File: config.mk
export PLATFORM = sky130hd
export DESIGN_NAME = usart_rx
export DESIGN_NICKNAME = d
export VERILOG_FILES = /design/src/rtl/usart_rx.sv
export SDC_FILE = /design/constraint.sdc
export NUM_CORES = 1
export LEC_CHECK = 0
export CAP_MARGIN = 20
export CORE_ASPECT_RATIO = 1.4
export CORE_MARGIN = 8
export CORE_UTILIZATION = 42
export DETAILED_ROUTE_END_ITERATION = 8
export PLACE_DENSITY_LB_ADDON = 0.2
export RECOVER_POWER = 25
export SKIP_LAST_GASP = 1
export SYNTH_ARGS = -nofsm -noshare
export SYNTH_HDL_FRONTEND = slang
export SYNTH_SLANG_ARGS = --single-unit
File: constraint.sdc
create_clock -name bit_clock_x16 -period 2.1 [get_ports bit_clock_x16]
set_input_delay 0.42 -clock bit_clock_x16 [delete_from_list [all_inputs] [get_ports bit_clock_x16]]
set_output_delay 0.42 -clock bit_clock_x16 [all_outputs]
set_load 0.005 [all_outputs]
File: src/rtl/usart_rx.sv
// usart_rx: 8N1 serial receiver.
// The line is sampled at 16x the bit rate. Each bit is resolved by a
// 3-sample majority vote at ticks 7/8/9 of the bit. Received bytes are
// held on data_out with a level-held data_ready flag. Framing and overrun
// errors are reported as sticky flags, which ack_in clears.
module usart_rx #(
    parameter int SYNC_STAGES = 2
) (
    input  logic       bit_clock_x16,
    input  logic       reset_n,
    input  logic       rx_pin,
    input  logic       ack_in,
    output logic [7:0] data_out,
    output logic       data_ready,
    output logic       framing_error,
    output logic       overrun,
    output logic       receiving
);

    typedef enum logic [2:0] {
        ST_IDLE      = 3'd0,
        ST_START     = 3'd1,
        ST_DATA      = 3'd2,
        ST_STOP      = 3'd3,
        ST_WAIT_HIGH = 3'd4
    } state_t;

    // Majority of three samples; tolerates a single corrupted sample.
    function automatic logic maj3(input logic a, input logic b, input logic c);
        return (a & b) | (a & c) | (b & c);
    endfunction

    logic [SYNC_STAGES-1:0] sync_q;
    state_t                 state_q, state_d;
    logic [3:0]             tick_q, tick_d;
    logic [2:0]             bit_idx_q, bit_idx_d;
    logic [1:0]             samp_q, samp_d;     // [1] = tick 7 sample, [0] = tick 8 sample
    logic [7:0]             shift_q, shift_d;
    logic [7:0]             data_q, data_d;
    logic                   ready_q, ready_d;
    logic                   fe_q, fe_d;
    logic                   ovr_q, ovr_d;
    logic                   rcv_q, rcv_d;

    logic                   rx_s;
    logic                   vote_s;
    logic                   commit_s;
    logic                   frame_err_s;

    assign rx_s   = sync_q[SYNC_STAGES-1];
    assign vote_s = maj3(samp_q[1], samp_q[0], rx_s);

    // Synchroniser for the asynchronous pin; resets to the idle (high) level.
    always_ff @(posedge bit_clock_x16 or negedge reset_n) begin
        if (!reset_n) begin
            sync_q <= {SYNC_STAGES{1'b1}};
        end else begin
            sync_q <= {sync_q[SYNC_STAGES-2:0], rx_pin};
        end
    end

    // Receive FSM next-state, tick/bit counters, sampling and shifting.
    always_comb begin
        state_d     = state_q;
        tick_d      = tick_q + 4'd1;
        bit_idx_d   = bit_idx_q;
        samp_d      = samp_q;
        shift_d     = shift_q;
        commit_s    = 1'b0;
        frame_err_s = 1'b0;

        if (tick_q == 4'd7) begin
            samp_d[1] = rx_s;
        end else if (tick_q == 4'd8) begin
            samp_d[0] = rx_s;
        end else begin
            samp_d = samp_q;
        end

        case (state_q)
            ST_IDLE: begin
                bit_idx_d = 3'd0;
                if (!rx_s) begin
                    // This cycle is tick 0 of the start bit.
                    state_d = ST_START;
                    tick_d  = 4'd1;
                end else begin
                    tick_d  = 4'd0;
                end
            end
            ST_START: begin
                if ((tick_q == 4'd9) && vote_s) begin
                    // Line came back high mid start bit: false start.
                    state_d = ST_IDLE;
                    tick_d  = 4'd0;
                end else if (tick_q == 4'd15) begin
                    state_d   = ST_DATA;
                    bit_idx_d = 3'd0;
                end else begin
                    state_d = ST_START;
                end
            end
            ST_DATA: begin
                if (tick_q == 4'd9) begin
                    shift_d = {vote_s, shift_q[7:1]};
                end else begin
                    shift_d = shift_q;
                end
                if (tick_q == 4'd15) begin
                    if (bit_idx_q == 3'd7) begin
                        state_d = ST_STOP;
                    end else begin
                        bit_idx_d = bit_idx_q + 3'd1;
                    end
                end else begin
                    bit_idx_d = bit_idx_q;
                end
            end
            ST_STOP: begin
                if (tick_q == 4'd9) begin
                    tick_d = 4'd0;
                    if (vote_s) begin
                        // Skip the second half of the stop bit so the next
                        // start edge is caught early.
                        commit_s = 1'b1;
                        state_d  = ST_IDLE;
                    end else begin
                        frame_err_s = 1'b1;
                        state_d     = ST_WAIT_HIGH;
                    end
                end else begin
                    state_d = ST_STOP;
                end
            end
            ST_WAIT_HIGH: begin
                // Hold off until a break/low line releases, so it cannot retrigger.
                tick_d = 4'd0;
                if (rx_s) begin
                    state_d = ST_IDLE;
                end else begin
                    state_d = ST_WAIT_HIGH;
                end
            end
            default: begin
                state_d = ST_IDLE;
                tick_d  = 4'd0;
            end
        endcase
    end

    // Host-side flags: a commit beats a simultaneous ack for data_ready,
    // and an ack on the commit cycle suppresses the overrun.
    always_comb begin
        data_d  = data_q;
        ready_d = ready_q;
        fe_d    = fe_q;
        ovr_d   = ovr_q;

        if (commit_s) begin
            data_d  = shift_q;
            ready_d = 1'b1;
        end else if (ack_in) begin
            ready_d = 1'b0;
        end else begin
            ready_d = ready_q;
        end

        if (ack_in) begin
            ovr_d = 1'b0;
        end else if (commit_s && ready_q) begin
            ovr_d = 1'b1;
        end else begin
            ovr_d = ovr_q;
        end

        if (frame_err_s) begin
            fe_d = 1'b1;
        end else if (ack_in) begin
            fe_d = 1'b0;
        end else begin
            fe_d = fe_q;
        end

        rcv_d = (state_d != ST_IDLE);
    end

    // State and output registers.
    always_ff @(posedge bit_clock_x16 or negedge reset_n) begin
        if (!reset_n) begin
            state_q   <= ST_IDLE;
            tick_q    <= 4'd0;
            bit_idx_q <= 3'd0;
            samp_q    <= 2'b00;
            shift_q   <= 8'h00;
            data_q    <= 8'h00;
            ready_q   <= 1'b0;
            fe_q      <= 1'b0;
            ovr_q     <= 1'b0;
            rcv_q     <= 1'b0;
        end else begin
            state_q   <= state_d;
            tick_q    <= tick_d;
            bit_idx_q <= bit_idx_d;
            samp_q    <= samp_d;
            shift_q   <= shift_d;
            data_q    <= data_d;
            ready_q   <= ready_d;
            fe_q      <= fe_d;
            ovr_q     <= ovr_d;
            rcv_q     <= rcv_d;
        end
    end

    assign data_out      = data_q;
    assign data_ready    = ready_q;
    assign framing_error = fe_q;
    assign overrun       = ovr_q;
    assign receiving     = rcv_q;

endmodule
# After elaboration in Yosys (flattened, before gate mapping)
# Cells that the tools add are included.
# classes
add_sub_neg,2
eq_ne,13
n_mux,29
bitwise,6
n_reduce_logical,11
# ops
operator,n
3-bit 2-to-1 mux,10
4-bit one-hot mux with 4 select lines,1
3-bit one-hot mux with 5 select lines,1
"4-bit == test, second input constant",3
1-bit 2-to-1 mux,12
3-bit one-hot mux with 3 select lines,1
4-bit 2-to-1 mux,2
"2-bit inequality test, second input constant",4
"3-bit by 2-bit == test with 1-bit output, second input constant",2
"3-bit == test, second input constant",2
2-bit nonzero test,3
3-bit nonzero test,2
5-bit AND reduction,1
"4-bit by 1-bit adder with 4-bit output, second input constant",1
"4-bit by 3-bit == test with 1-bit output, second input constant",1
2-bit 2-to-1 mux,2
2-bit AND reduction,2
"3-bit by 1-bit adder with 3-bit output, second input constant",1
1-bit AND,3
"3-bit by 1-bit == test with 1-bit output, second input constant",1
3-bit logical NOT,1
1-bit logical AND,2
1-bit bitwise OR,2
1-bit NOT,1
# totals
regBits,34
output_inout_bits,12
elab_cells,73

# Logic depth before layout (Yosys ltp)
# logic_depth
ltp_word,9
depth_mapped,6
depth_no_buf,6

# Worst setup path after synthesis
# OpenSTA, ideal clock, no wires.
# synth_path
kind,flip-flop to flip-flop
from,register tick_q[0]
to,"register data_q[0], in the netlist data_out[0]"
setup_time_ps,125
arrival_ps,1484
setup_slack_ps,491
path_stages_with_launch,6
synth_period_minus_slack_ps,1609
cell_sequence,dfrtp_1 ha_1 and3b_1 and2_2 nand2_4 mux2_2
# synth_between
elab_chain_cells,3
# synth_lines
item,line,rtl
from (decl),35,"logic [3:0] tick_q, tick_d;"
from (signal assigned),202,tick_q <= tick_d;
4-bit == test,120,if (tick_q == 4'd9) begin
1-bit 2-to-1 mux,120,
1-bit 2-to-1 mux,80,case (state_q)
to (signal assigned),206,data_q <= data_d;
to (decl),39,"logic [7:0] data_q, data_d;"
# Every way passes these cells.
# A chain may end at the register's enable or synchronous reset.

# Worst setup path in the final report
# layout_path
from,register tick_q[0]
to,"register data_q[2], in the netlist data_out[2]"
# The elaborated chain is that of the path after synthesis.

==> run metrics <==
Synth Flop Type dfrtp_1; row cnt 26; CP endpoint kind flop; most frequent cell after synthesis dfrtp_1; Worst Max-Slew Pin Slew about 0.82 ns; clock skew a little under 0.008 ns; RSZ-0062 raised after global routing false; clock power share 26.5%; via count 996; syn_nets around 130; first-pass GRT wire length 4.64 mm; final setup vio count 0; fillers 315; Seq/Total Area, Yosys 56.5%; Psw about 0.00055 W; CP max stage delay 0.43 ns; largest net degree at the start of global routing 35; outcome completed; Post-Syn Area 1510 sq um; number of unique standard cell types used by synthesis 35; minimum clock period ~1.7 ns; TritonCTS Buffers 5; grt ovf 0; Synth top cells by count dfrtp_1 (32), mux2_2 (18), nor2_1 (11); hold_ws 0.357 ns; worst-path maximum fanout 9; part of the power in registers 49.4%; Final Util 50.8%; overall power 0.00173 W; layout cell share with drive strength beyond 1 24.7%; clk root buf clkbuf_8; clock latency on the worst-skew pair 0.28 ns; Sw Ratio 31.9%; fin crit share approximately four fifths; Final Hold Fails 0; Max Slew Vio Count 0; Yosys warnings 0; Internal Power between 0.001 and 0.0015 W; Via density 5.30; die width 66.7 um; DRT iter0 DRCs 22; detailed-placement wirelength estimate 1.99 mm; Power Density 961 nW/um^2; Critical Path RT 2.27 ns; drt total wl 2.69 mm; TritonCTS clock tree yes; Worst-path clk slew 0.07 ns; clock tree buffer depth 2; clk sinks 34; nets about 150; Core ar. around 3500 sq um; FF+latch count, synth 34; Worst Path Arrival 1.86 ns; Synth async-reset ratio 100%; drt wl/cell 14.3 um; setup bufs post-CTS 0; I/O pins 16; Cells after Synth 124; Comb power frac 24.1%; post_cts resized 0; critical path, cell by cell ha_1 > and3b_1 > and2_2 > nand2_4 > mux2_2; # hold bufs at CTS 0; Max-Cap Viols 0; GRT Resource Usage Total approximately a tenth; routability cong. between 0.8 and 0.9; Synth top area share 53.0%; Worst slew margin 45.5%; syn avg cell area around 12 sq um; CP Class reg2reg; worst hold path class reg2reg; startpoint types flop; number of routed nets with antenna violations 0; Area Growth Syn to Fin 19.1%; vias in the first global route 998; CTS H-Tree Depth 2; Port Buffer Count 15; antenna cell count 0; P_leak 0.857 nW; Finished Layout Cells 188; Pre-antenna DRT Iters 4; number of synthesized flops with an enable pin 0; Max Freq 589 MHz; maximum VDD drop 0.000601 V; Die Y-Extent approximately 87 um; Final TNS setup 0 ns; Initial Util 42.6%; initial antenna violation count 0; DRC viols 0; cell taking the most area after synthesis dfrtp_1; Area contributors post-synth dfrtp_1 (53%), mux2_2 (13%), ha_1 (4.1%); slowest CP cell dfrtp_1; Total Die Area 5800 sq um; count of placed standard cells including taps 180
-- flip-flops by register name, summed over array words and instances (netlist names), 2 cells and up --
register,flops
bit_idx_q,3
data_out,8
samp_q,2
shift_q,8
state_q,3
sync_q,2
tick_q,4
-- final cells by class --
class / count / area (sq um) / share of cell area, %
clock inverter: 2 / 13.8 / 0.764
multi-input combinational: 81 / 623 / 34.6
inverter: 6 / 22.5 / 1.25
clock buffer: 6 / 72.6 / 4.03
tap: 42 / 52.6 / 2.92
sequential: 34 / 853 / 47.4
timing repair buffer: 17 / 163 / 9.03
-- power by group through the flow --
| stage | logic, W | registers [W] | clock network [W] |
|---|---|---|---|
| floorplan | 0.000340 | 0.000822 | 0 |
| global placement | 0.000413 | 0.000862 | 0 |
| detailed placement | 0.000422 | 0.000866 | 0 |
| CTS | 0.000422 | 0.000854 | 0.000481 |
| global route | 0.000478 | 0.000874 | 0.000504 |
| finish | 0.000418 | 0.000855 | 0.000459 |
-- kinds of logic (layout without fill, tap and decap cells) --
logic type               count (synthesis)  after routing  share of synthesized area, %
flip-flops                              34             34                          56.5
AND/OR/NAND/NOR                         36             36                          13.2
AO/OA/AOI/OAI                           19             19                          8.61
buffers and inverters                    9             31                          2.32
multiplexers                            18             18                          13.4
XOR/XNOR                                 2              2                          1.16
adder cells (fa/ha/maj)                  6              6                          4.88
-- critical path: cells and delay by family (launching register included) --
kind          cells  cell delay (ns)
simple gates      3             0.58
flops             1             0.43
mux               1             0.35
fa+ha+maj         1             0.22
-- through the flow --
step	setup WS, ns	instance area [sq um]
finish	0.401	1800
global route	0.317	1800
CTS	0.386	1800
detailed placement	0.401	1720
global placement	0.434	1720
floorplan	0.491	1510
-- routing by layer --
layer / vias to the layer above / wire (um) / global-route usage (%)
met3: 5 / 166 / 5.15
met1: 488 / 1070 / 10.9
met4: 0 / 43 / 6.24
li1: 483 / - / -
met2: 20 / 1400 / 17.1
met5: - / 0 / 0
-- layout by cell type (no fill, tap or decap), types with 3 or more instances in the layout --
cell type,count
clkdlybuf4s50_1,13
inv_1,6
dfrtp_1,32
mux2_2,18
clkbuf_8,5
ha_1,5
nand3_1,4
o21ai_0,4
a21oi_1,5
nand2_1,4
nor2_1,11
a32o_1,3
-- path summary, 6_finish.rpt --
kind                            from            end  slack, ns  cells after the start
setup reg to reg           tick_q[0]    data_out[2]       0.40                      5
min in group asynchronous    reset_n  framing_error       0.76                      2
hold / removal             sync_q[0]      sync_q[1]       0.36                      0
max in group asynchronous    reset_n   bit_idx_q[1]       0.82                      2
hold reg to reg            sync_q[0]      sync_q[1]       0.36                      0
setup / recovery           tick_q[0]    data_out[2]       0.40                      5
(Power assumes the default switching activity.)
